==> config.mk <==
export PLATFORM = sky130hd
export DESIGN_NAME = cpu_clock_ctrl
export DESIGN_NICKNAME = d
export VERILOG_FILES = /design/src/rtl/cpu_clock_ctrl.sv
export SDC_FILE = /design/constraint.sdc
export NUM_CORES = 1
export LEC_CHECK = 0
export CORE_MARGIN = 2
export CORE_UTILIZATION = 59
export DETAILED_ROUTE_END_ITERATION = 10
export DONT_BUFFER_PORTS = 1
export GPL_TIMING_DRIVEN = 0
export PLACE_DENSITY = 0.82
export SLEW_MARGIN = 20
export SYNTH_ARGS = -nofsm -noshare
export SYNTH_HDL_FRONTEND = slang
export SYNTH_SLANG_ARGS = --single-unit
export TNS_END_PERCENT = 50
==> constraint.sdc <==
create_clock -name clk -period 2.4 [get_ports clk]
set_input_delay 0.48 -clock clk [delete_from_list [all_inputs] [get_ports clk]]
set_output_delay 0.48 -clock clk [all_outputs]
set_load 0.005 [all_outputs]
==> src/rtl/cpu_clock_ctrl.sv <==
// cpu_clock_ctrl
// Produces the slow CPU clock from the 50 MHz board clock. It supports three
// modes: free-running divided clock, pause, and single-step from a debounced
// push button. A pause request never shortens a high phase, so cpu_clk has no
// runt pulses. The block also counts cpu_clk rising edges for the LCD.
//
// Ports:
//   clk          board clock (CLOCK_50)
//   reset        synchronous, active-high reset
//   pause        asynchronous level, 1 = request pause
//   step_btn     asynchronous raw step button, active-high
//   cpu_clk      registered slow clock to the cpu
//   cpu_rise     one-clk pulse coincident with each cpu_clk 0->1 transition
//   paused       1 while in PAUSED, STEP_HIGH or STEP_LOW
//   cycle_count  cpu_clk rising edges since reset, wraps
module cpu_clock_ctrl #(
    parameter int DIV_BITS   = 25,
    parameter int STEP_BITS  = 20,
    parameter int DEB_CYCLES = 500000,
    parameter int CNT_BITS   = 16
) (
    input  logic                clk,
    input  logic                reset,
    input  logic                pause,
    input  logic                step_btn,
    output logic                cpu_clk,
    output logic                cpu_rise,
    output logic                paused,
    output logic [CNT_BITS-1:0] cycle_count
);

    localparam int DEB_W = (DEB_CYCLES > 1) ? $clog2(DEB_CYCLES) : 1;
    localparam logic [DEB_W-1:0] DEB_LAST = DEB_W'(DEB_CYCLES - 1);

    typedef enum logic [1:0] {
        RUN       = 2'd0,
        PAUSED    = 2'd1,
        STEP_HIGH = 2'd2,
        STEP_LOW  = 2'd3
    } state_e;

    logic                 pause_s1_q, pause_s2_q;
    logic                 step_s1_q, step_s2_q;
    logic                 deb_level_q, deb_level_d;
    logic [DEB_W-1:0]     deb_cnt_q, deb_cnt_d;
    logic                 step_req_q, step_req_d;
    state_e               state_q, state_d;
    logic [DIV_BITS-1:0]  div_q, div_d;
    logic [STEP_BITS-1:0] tmr_q, tmr_d;
    logic                 cpu_clk_q, cpu_clk_d;
    logic                 rise_q, rise_d;
    logic [CNT_BITS-1:0]  cnt_q, cnt_d;

    always_ff @(posedge clk) begin
        if (reset) begin
            pause_s1_q  <= 1'b0;
            pause_s2_q  <= 1'b0;
            step_s1_q   <= 1'b0;
            step_s2_q   <= 1'b0;
            deb_level_q <= 1'b0;
            deb_cnt_q   <= '0;
            step_req_q  <= 1'b0;
            state_q     <= RUN;
            div_q       <= '0;
            tmr_q       <= '0;
            cpu_clk_q   <= 1'b0;
            rise_q      <= 1'b0;
            cnt_q       <= '0;
        end else begin
            pause_s1_q  <= pause;
            pause_s2_q  <= pause_s1_q;
            step_s1_q   <= step_btn;
            step_s2_q   <= step_s1_q;
            deb_level_q <= deb_level_d;
            deb_cnt_q   <= deb_cnt_d;
            step_req_q  <= step_req_d;
            state_q     <= state_d;
            div_q       <= div_d;
            tmr_q       <= tmr_d;
            cpu_clk_q   <= cpu_clk_d;
            rise_q      <= rise_d;
            cnt_q       <= cnt_d;
        end
    end

    always_comb begin
        deb_level_d = deb_level_q;
        deb_cnt_d   = deb_cnt_q;
        step_req_d  = 1'b0;
        state_d     = state_q;
        div_d       = div_q;
        tmr_d       = tmr_q;
        cpu_clk_d   = cpu_clk_q;
        rise_d      = 1'b0;
        cnt_d       = cnt_q;

        // Debounce: the level flips only after DEB_CYCLES consecutive
        // disagreeing samples; any agreeing sample restarts the count.
        if (step_s2_q != deb_level_q) begin
            if (deb_cnt_q == DEB_LAST) begin
                deb_level_d = step_s2_q;
                deb_cnt_d   = '0;
                step_req_d  = step_s2_q;
            end else begin
                deb_cnt_d = deb_cnt_q + DEB_W'(1);
            end
        end else begin
            deb_cnt_d = '0;
        end

        case (state_q)
            RUN: begin
                if (pause_s2_q && !cpu_clk_q) begin
                    state_d = PAUSED;
                    div_d   = '0;
                end else if (div_q == '1) begin
                    div_d     = '0;
                    cpu_clk_d = ~cpu_clk_q;
                    rise_d    = ~cpu_clk_q;
                    // Reaching here with pause set means cpu_clk was high,
                    // so this is the natural falling edge: stop on it.
                    if (pause_s2_q) begin
                        state_d = PAUSED;
                    end
                end else begin
                    div_d = div_q + DIV_BITS'(1);
                end
            end
            PAUSED: begin
                cpu_clk_d = 1'b0;
                div_d     = '0;
                // Resume wins over a step request arriving in the same cycle.
                if (!pause_s2_q) begin
                    state_d = RUN;
                end else if (step_req_q) begin
                    cpu_clk_d = 1'b1;
                    rise_d    = 1'b1;
                    tmr_d     = '0;
                    state_d   = STEP_HIGH;
                end
            end
            STEP_HIGH: begin
                if (tmr_q == '1) begin
                    cpu_clk_d = 1'b0;
                    tmr_d     = '0;
                    state_d   = STEP_LOW;
                end else begin
                    tmr_d = tmr_q + STEP_BITS'(1);
                end
            end
            STEP_LOW: begin
                if (tmr_q == '1) begin
                    state_d = PAUSED;
                end else begin
                    tmr_d = tmr_q + STEP_BITS'(1);
                end
            end
            default: state_d = RUN;
        endcase

        if (rise_d) begin
            cnt_d = cnt_q + CNT_BITS'(1);
        end
    end

    assign cpu_clk     = cpu_clk_q;
    assign cpu_rise    = rise_q;
    assign paused      = (state_q != RUN);
    assign cycle_count = cnt_q;

endmodule

# Word-level counts from Yosys, hierarchy flattened
# Cells that the tools add are included.
dict set report totals {
  regBits 90
  latchBits 0
  ram_bits 0
  mem_bits_ro 0
  input_bits 4
  output_inout_bits 19
  elab_cells 75
  mem_count 0
}
dict set report op_classes {
  n_addsub 4
  mul 0
  div 0
  magnitude_cmp 0
  eq_ne 17
  shift 0
  n_mux 25
  bitwise_logic 3
  reduce_logical 13
}
# operator count
set ops {}
lappend ops {{20-bit 2-to-1 mux} 4}
lappend ops {{20-bit case mux with 3 select lines} 1}
lappend ops {{25-bit 2-to-1 mux} 2}
lappend ops {{25-bit case mux with 2 select lines} 1}
lappend ops {{25-bit by 1-bit adder with 25-bit output, second input constant} 1}
lappend ops {{25-bit equality test, second input constant} 1}
lappend ops {{20-bit by 1-bit adder with 20-bit output, second input constant} 1}
lappend ops {{20-bit equality test, second input constant} 1}
lappend ops {{19-bit by 1-bit adder with 19-bit output, second input constant} 1}
lappend ops {{19-bit equality test, second input constant} 1}
lappend ops {{16-bit by 1-bit adder with 16-bit output, second input constant} 1}
lappend ops {{2-bit 2-to-1 mux} 7}
lappend ops {{2-bit inequality test, second input constant} 7}
lappend ops {{3-bit inequality test, second input constant} 3}
lappend ops {{2-bit case mux with 4 select lines} 1}
lappend ops {{4-bit AND reduction} 2}
lappend ops {{1-bit 2-to-1 mux} 7}
lappend ops {{3-bit nonzero test} 2}
lappend ops {{3-bit OR reduction} 2}
lappend ops {{5-bit AND reduction} 1}
lappend ops {{2-bit equality test, second input constant} 2}
lappend ops {{2-bit nonzero test} 2}
lappend ops {{1-bit inverter} 3}
lappend ops {{1-bit case mux with 3 select lines} 1}
lappend ops {{7 further kinds} 7}

# Depth between registers and ports, before layout
dict set report depth {
  depth_word 4
  ltp_mapped 9
  depth_no_buf 8
}

# Least setup slack after synthesis
# No wires, ideal clock.
dict set report synth_timing {
  kind {reg-to-reg}
  start {register state_q[0]}
  end {register tmr_q[11]}
  setup_ns 0.117
  arrival_time_ns 1.967
  required_time_ns 2.283
  path_slack_ns 0.315
  path_stages_with_launch 9
  path_buffers 1
  synth_period_minus_slack_ns 2.085
  cell_sequence {dfxtp_1 inv_1 ha_1 clkbuf_1 a21o_1 a311oi_1 nand4_1 xor2_1 nor2_1}
}
dict set report synth_via {
  elab_chain_cells 3
  word_cells_on_any_way 9
  cone_classes {6 x eq/ne; 1 x mux; 2 x reduce/logical}
}
# item line_no
set synth_lines {}
lappend synth_lines {{start: declaration} 47} ;# state_e state_q, state_d;
lappend synth_lines {{start signal: assignment} 77} ;# state_q <= state_d;
lappend synth_lines {{2-bit equality test / 2-bit by 1-bit equality test with 1-bit output (equally long branches)} 111} ;# case (state_q)
lappend synth_lines {{2-bit inequality test (no line) / 3-bit nonzero test (equally long branches)} -}
lappend synth_lines {{4-bit AND reduction (no line)} -}
lappend synth_lines {{end signal: assignment} 79} ;# tmr_q <= tmr_d;
lappend synth_lines {{end: declaration} 49} ;# logic [STEP_BITS-1:0] tmr_q, tmr_d;
# Several ways; a longest one is shown, not always the timed one.
# A chain may end at the register's enable or synchronous reset.

# Worst setup path in the final report
dict set report layout_timing {
  start {register state_q[1]}
  end {register div_q[14]}
}
dict set report layout_via {
  elab_chain_cells 2
  word_cells_on_any_way 4
  cone_classes {1 x eq/ne; 1 x mux; 2 x reduce/logical}
}
# item line_no
set layout_lines {}
lappend layout_lines {{2-bit by 1-bit equality test with 1-bit output / 2-bit logical NOT (equally long branches)} 111}
lappend layout_lines {{25-bit case mux with 2 select lines / 2-bit nonzero test (equally long branches)} -}
lappend layout_lines {{end signal: assignment} 78} ;# div_q <= div_d;
lappend layout_lines {{end: declaration} 48} ;# logic [DIV_BITS-1:0] div_q, div_d;
# Several ways; a longest one is shown, not always the timed one.

==> out/qor.csv <==
stage,metric,value,unit
status,status,finished clean,
timing,post-route setup slack,0.105,ns
layout,ant diodes,0,
layout,Post-Layout Cell Count,647,
power_and_ir_drop,worst vdd ir,0.000298,V
logic_synthesis,Syn Area/Cell,8.24,µm²
timing,max-slew violations,0,
timing,clk_skew,0.0137,ns
logic_synthesis,synth top area cells,"dfxtp_1 (41%), nor2_1 (7.2%), xor2_1 (5.0%)",
critical_path,"CP delay by family, top",simple AND/OR/NAND/NOR gates,
critical_path,Buf/Inv on CP,2,
grt,grt ovf,0,
power_and_ir_drop,sw power,640,µW
critical_path,Setup crit end,div_q[14],
critical_path,CP arrival,2.58,ns
timing,Tcrit/Tclk final,95.6,%
layout,share of layout cells above drive strength 1,9.31,%
critical_path,Setup crit start kind,register,
floorplanning,Die Span Y,90.2,µm
logic_synthesis,Synth cell types,49,
logic_synthesis,most instantiated library cell after synthesis,dfxtp_1,
layout,Area Growth Syn to Fin,8.53,%
floorplanning,Die Area,8140,µm²
critical_path,Worst R2R Start,state_q[1],
cts,cts hold-fix bufs,0,
cts,clock buffer depth,2,
floorplanning,Top-Level Pins,23,
worst_hold_path,HP Class,primary input to register,
drt,Iteration-0 DRC Markers,228,
drt,ANT nets after route,0,
timing,fin crit period,2.29,ns
logic_synthesis,number of synthesized flops with an enable pin,0,
logic_synthesis,Ys Warns,0,
grt,gr usage total,23.2,%
timing,Worst Tran Pin Value,0.644,ns
timing,final worst hold slack,0.247,ns
cts,Skew-Pair Late Insertion Delay,0.36,ns
power_and_ir_drop,Internal,1.92,mW
cts,CTS Root Cell,clkbuf_8,
timing,RSZ-0062 raised after global routing,yes,
drt,drt wl/cell,14.2,µm
drt,routed via count,3774,
logic_synthesis,Synth Instances,532,
critical_path,CP peak stage delay,0.39,ns
grt,largest net degree at the start of global routing,17,
critical_path,CP Max Fanout,8,
power_and_ir_drop,PD cells,538,nW/µm²
drt,DR vias/cell,5.83,
timing,final hold violations,0,
critical_path,"Cell Chain, Critical Path",inv_1 > ha_1 > or2_1 > clkbuf_1 > or3_4 > or2_2 > or3_1 > o21ai_0,
drt,DRC Markers,0,
place,PortBufs,0,
place,HPWL after detailed placement,6.33,mm
grt,vias in the first global route,3615,
logic_synthesis,Most used DFF post-synth,dfxtp_1,
logic_synthesis,Yosys top cell area share,41.1,%
logic_synthesis,mapped cell area,4390,µm²
critical_path,Worst Setup End Kind,register,
worst_hold_path,WHS Path Cells,1,
critical_path,crit path kind,register to register,
power_and_ir_drop,combinational share of power,3.9,%
logic_synthesis,Yosys reg bits,90,
critical_path,data required time of the worst path,2.69,ns
power_and_ir_drop,leakage,1.51,nW
critical_path,Critical Path Source,state_q[1],
power_and_ir_drop,Clock power frac,37.0,%
critical_path,crit path max-delay cell type,dfxtp_1,
logic_synthesis,Mapped Nets,545,
power_and_ir_drop,Sw Ratio,25.0,%
logic_synthesis,biggest area consumer among synthesized cells,dfxtp_1,
floorplanning,Row Count,31,
timing,Slew headroom,56.7,%
power_and_ir_drop,Reg power frac,59.1,%
logic_synthesis,synth cell count leaders,"dfxtp_1 (90), nor2_1 (84), nand2_1 (50)",
logic_synthesis,ys async rst share,0,%
critical_path,reg2reg path depth,8,
place,Placed Area,4510,µm²
logic_synthesis,register area share after synthesis,41.1,%
critical_path,Critical Path Stages,8,
cts,clock-pin slew on the worst setup and hold paths,0.09,ns
cts,Num CTS Buffers,9,
layout,NumNets Final,556,
drt,DRT Wirelength,9.20,mm
timing,setup violators final,0,
cts,Sink Count,90,
drt,TritonRoute pass-1 iters,6,
grt,first-pass GRT wire length,16.0,mm
cts,H-tree levels,3,
grt,antenna violations before repair,0,
layout,fin area,4760,µm²
timing,fmax,436,MHz
place,Cells after DPL,631,
critical_path,R2R Setup Slk,0.11,ns
cts,TritonCTS clock tree,built,
floorplanning,Starting Density,60.8,%
run,max-cap violations,0,
place,routability congestion estimate,0.871,
floorplanning,die width,90.2,µm
power_and_ir_drop,Design Power,2.56,mW
floorplanning,core box area,7210,µm²
place,Setup WS pre-CTS,-0.0901,ns
critical_path,Crit Reg-Reg Endpoint,div_q[14],
kinds of logic after synthesis:
group | share of synthesized area (%)
adder cells (fa/ha/maj) | 2.57
flip-flops | 41.1
buffers and inverters | 3.02
XOR/XNOR | 8.99
AO/OA/AOI/OAI | 11.2
multiplexers | 1.37
AND/OR/NAND/NOR | 31.7
final cells by class:
type / instances / area [µm²]
multi-input combinational: 410 / 2520
fill: 613 / 2450
sequential: 90 / 1800
clock buffer: 9 / 124
tap: 99 / 124
buffer: 17 / 81.3
inverter: 15 / 56.3
clock inverter: 7 / 52.6
metal layers:
metal,up-vias,part of all wire (%),track usage [%]
li1,1903,-,-
met5,-,0,0
met3,13,4.7,5.53
met1,1773,46,30.5
met2,85,48,38.3
met4,0,1.3,6.28
what timing repair did:
| action | 4_1_cts | 5_1_grt |
|---|---|---|
| buffers inserted | 0 | 0 |
| setup endpoints to repair | 8 | 37 |
| pin swaps | 0 | 0 |
| resized for setup | 2 | 16 |
| cloned | 0 | 0 |
flip-flops by register name (all words and copies together) (netlist names):
signal and cells:
cpu_clk 1, cpu_rise 1, cycle_count 16, deb_cnt_q 19
deb_level_q 1, div_q 25, pause_s1_q 1, pause_s2_q 1
state_q 2, step_req_q 1, step_s1_q 1, step_s2_q 1
tmr_q 20
worst min-delay path by stage:
| stage | from | endpoint | slack (ns) |
|---|---|---|---|
| 2_1_floorplan | pause_s1_q | pause_s2_q | 0.41 |
| 3_5_place_dp | pause_s1_q | pause_s2_q | 0.43 |
| 3_3_place_gp | pause_s1_q | pause_s2_q | 0.42 |
| 4_1_cts | pause | pause_s1_q | 0.24 |
| 5_1_grt | pause | pause_s1_q | 0.25 |
| 6_report | pause | pause_s1_q | 0.25 |
power groups by stage:
stage	sequential [mW]	clock (mW)	combinational [mW]
after global routing	1.51	1.02	0.115
after CTS	1.51	0.962	0.0941
after detailed placement	1.55	0	0.0928
final	1.51	0.947	0.0998
after floorplan	1.54	0	0.0719
after global placement	1.55	0	0.0908
per-stage QoR:
step / utilization (%) / setup TNS [ns]
floorplan: - / 0
global placement: 62.5 / -0.188
detailed placement: 62.5 / -0.420
CTS: 65.1 / 0
global route: 66.0 / -0.175
finish: 66.0 / 0
cells in the final DEF, fill, tap and decap left out, types with 3 or more instances in the layout:
| cell | instances |
|---|---|
| nand2_1 | 49 |
| or4_1 | 5 |
| a211oi_1 | 9 |
| xnor2_1 | 20 |
| buf_2 | 4 |
| inv_1 | 15 |
| mux2i_1 | 6 |
| clkbuf_1 | 10 |
| nor3_1 | 12 |
| ha_1 | 8 |
| nor2b_1 | 6 |
| and4_1 | 5 |
| or3_1 | 13 |
| xor2_1 | 25 |
| nand4_1 | 20 |
| a21oi_1 | 26 |
| and3_1 | 8 |
| nand2_2 | 3 |
| o21ai_0 | 14 |
| nor4b_1 | 3 |
| clkbuf_8 | 9 |
| a31oi_1 | 16 |
| nor2_1 | 82 |
| nand3_1 | 37 |
| o31ai_1 | 4 |
| dfxtp_1 | 90 |
| or2_2 | 4 |
(Power assumes the default switching activity.)
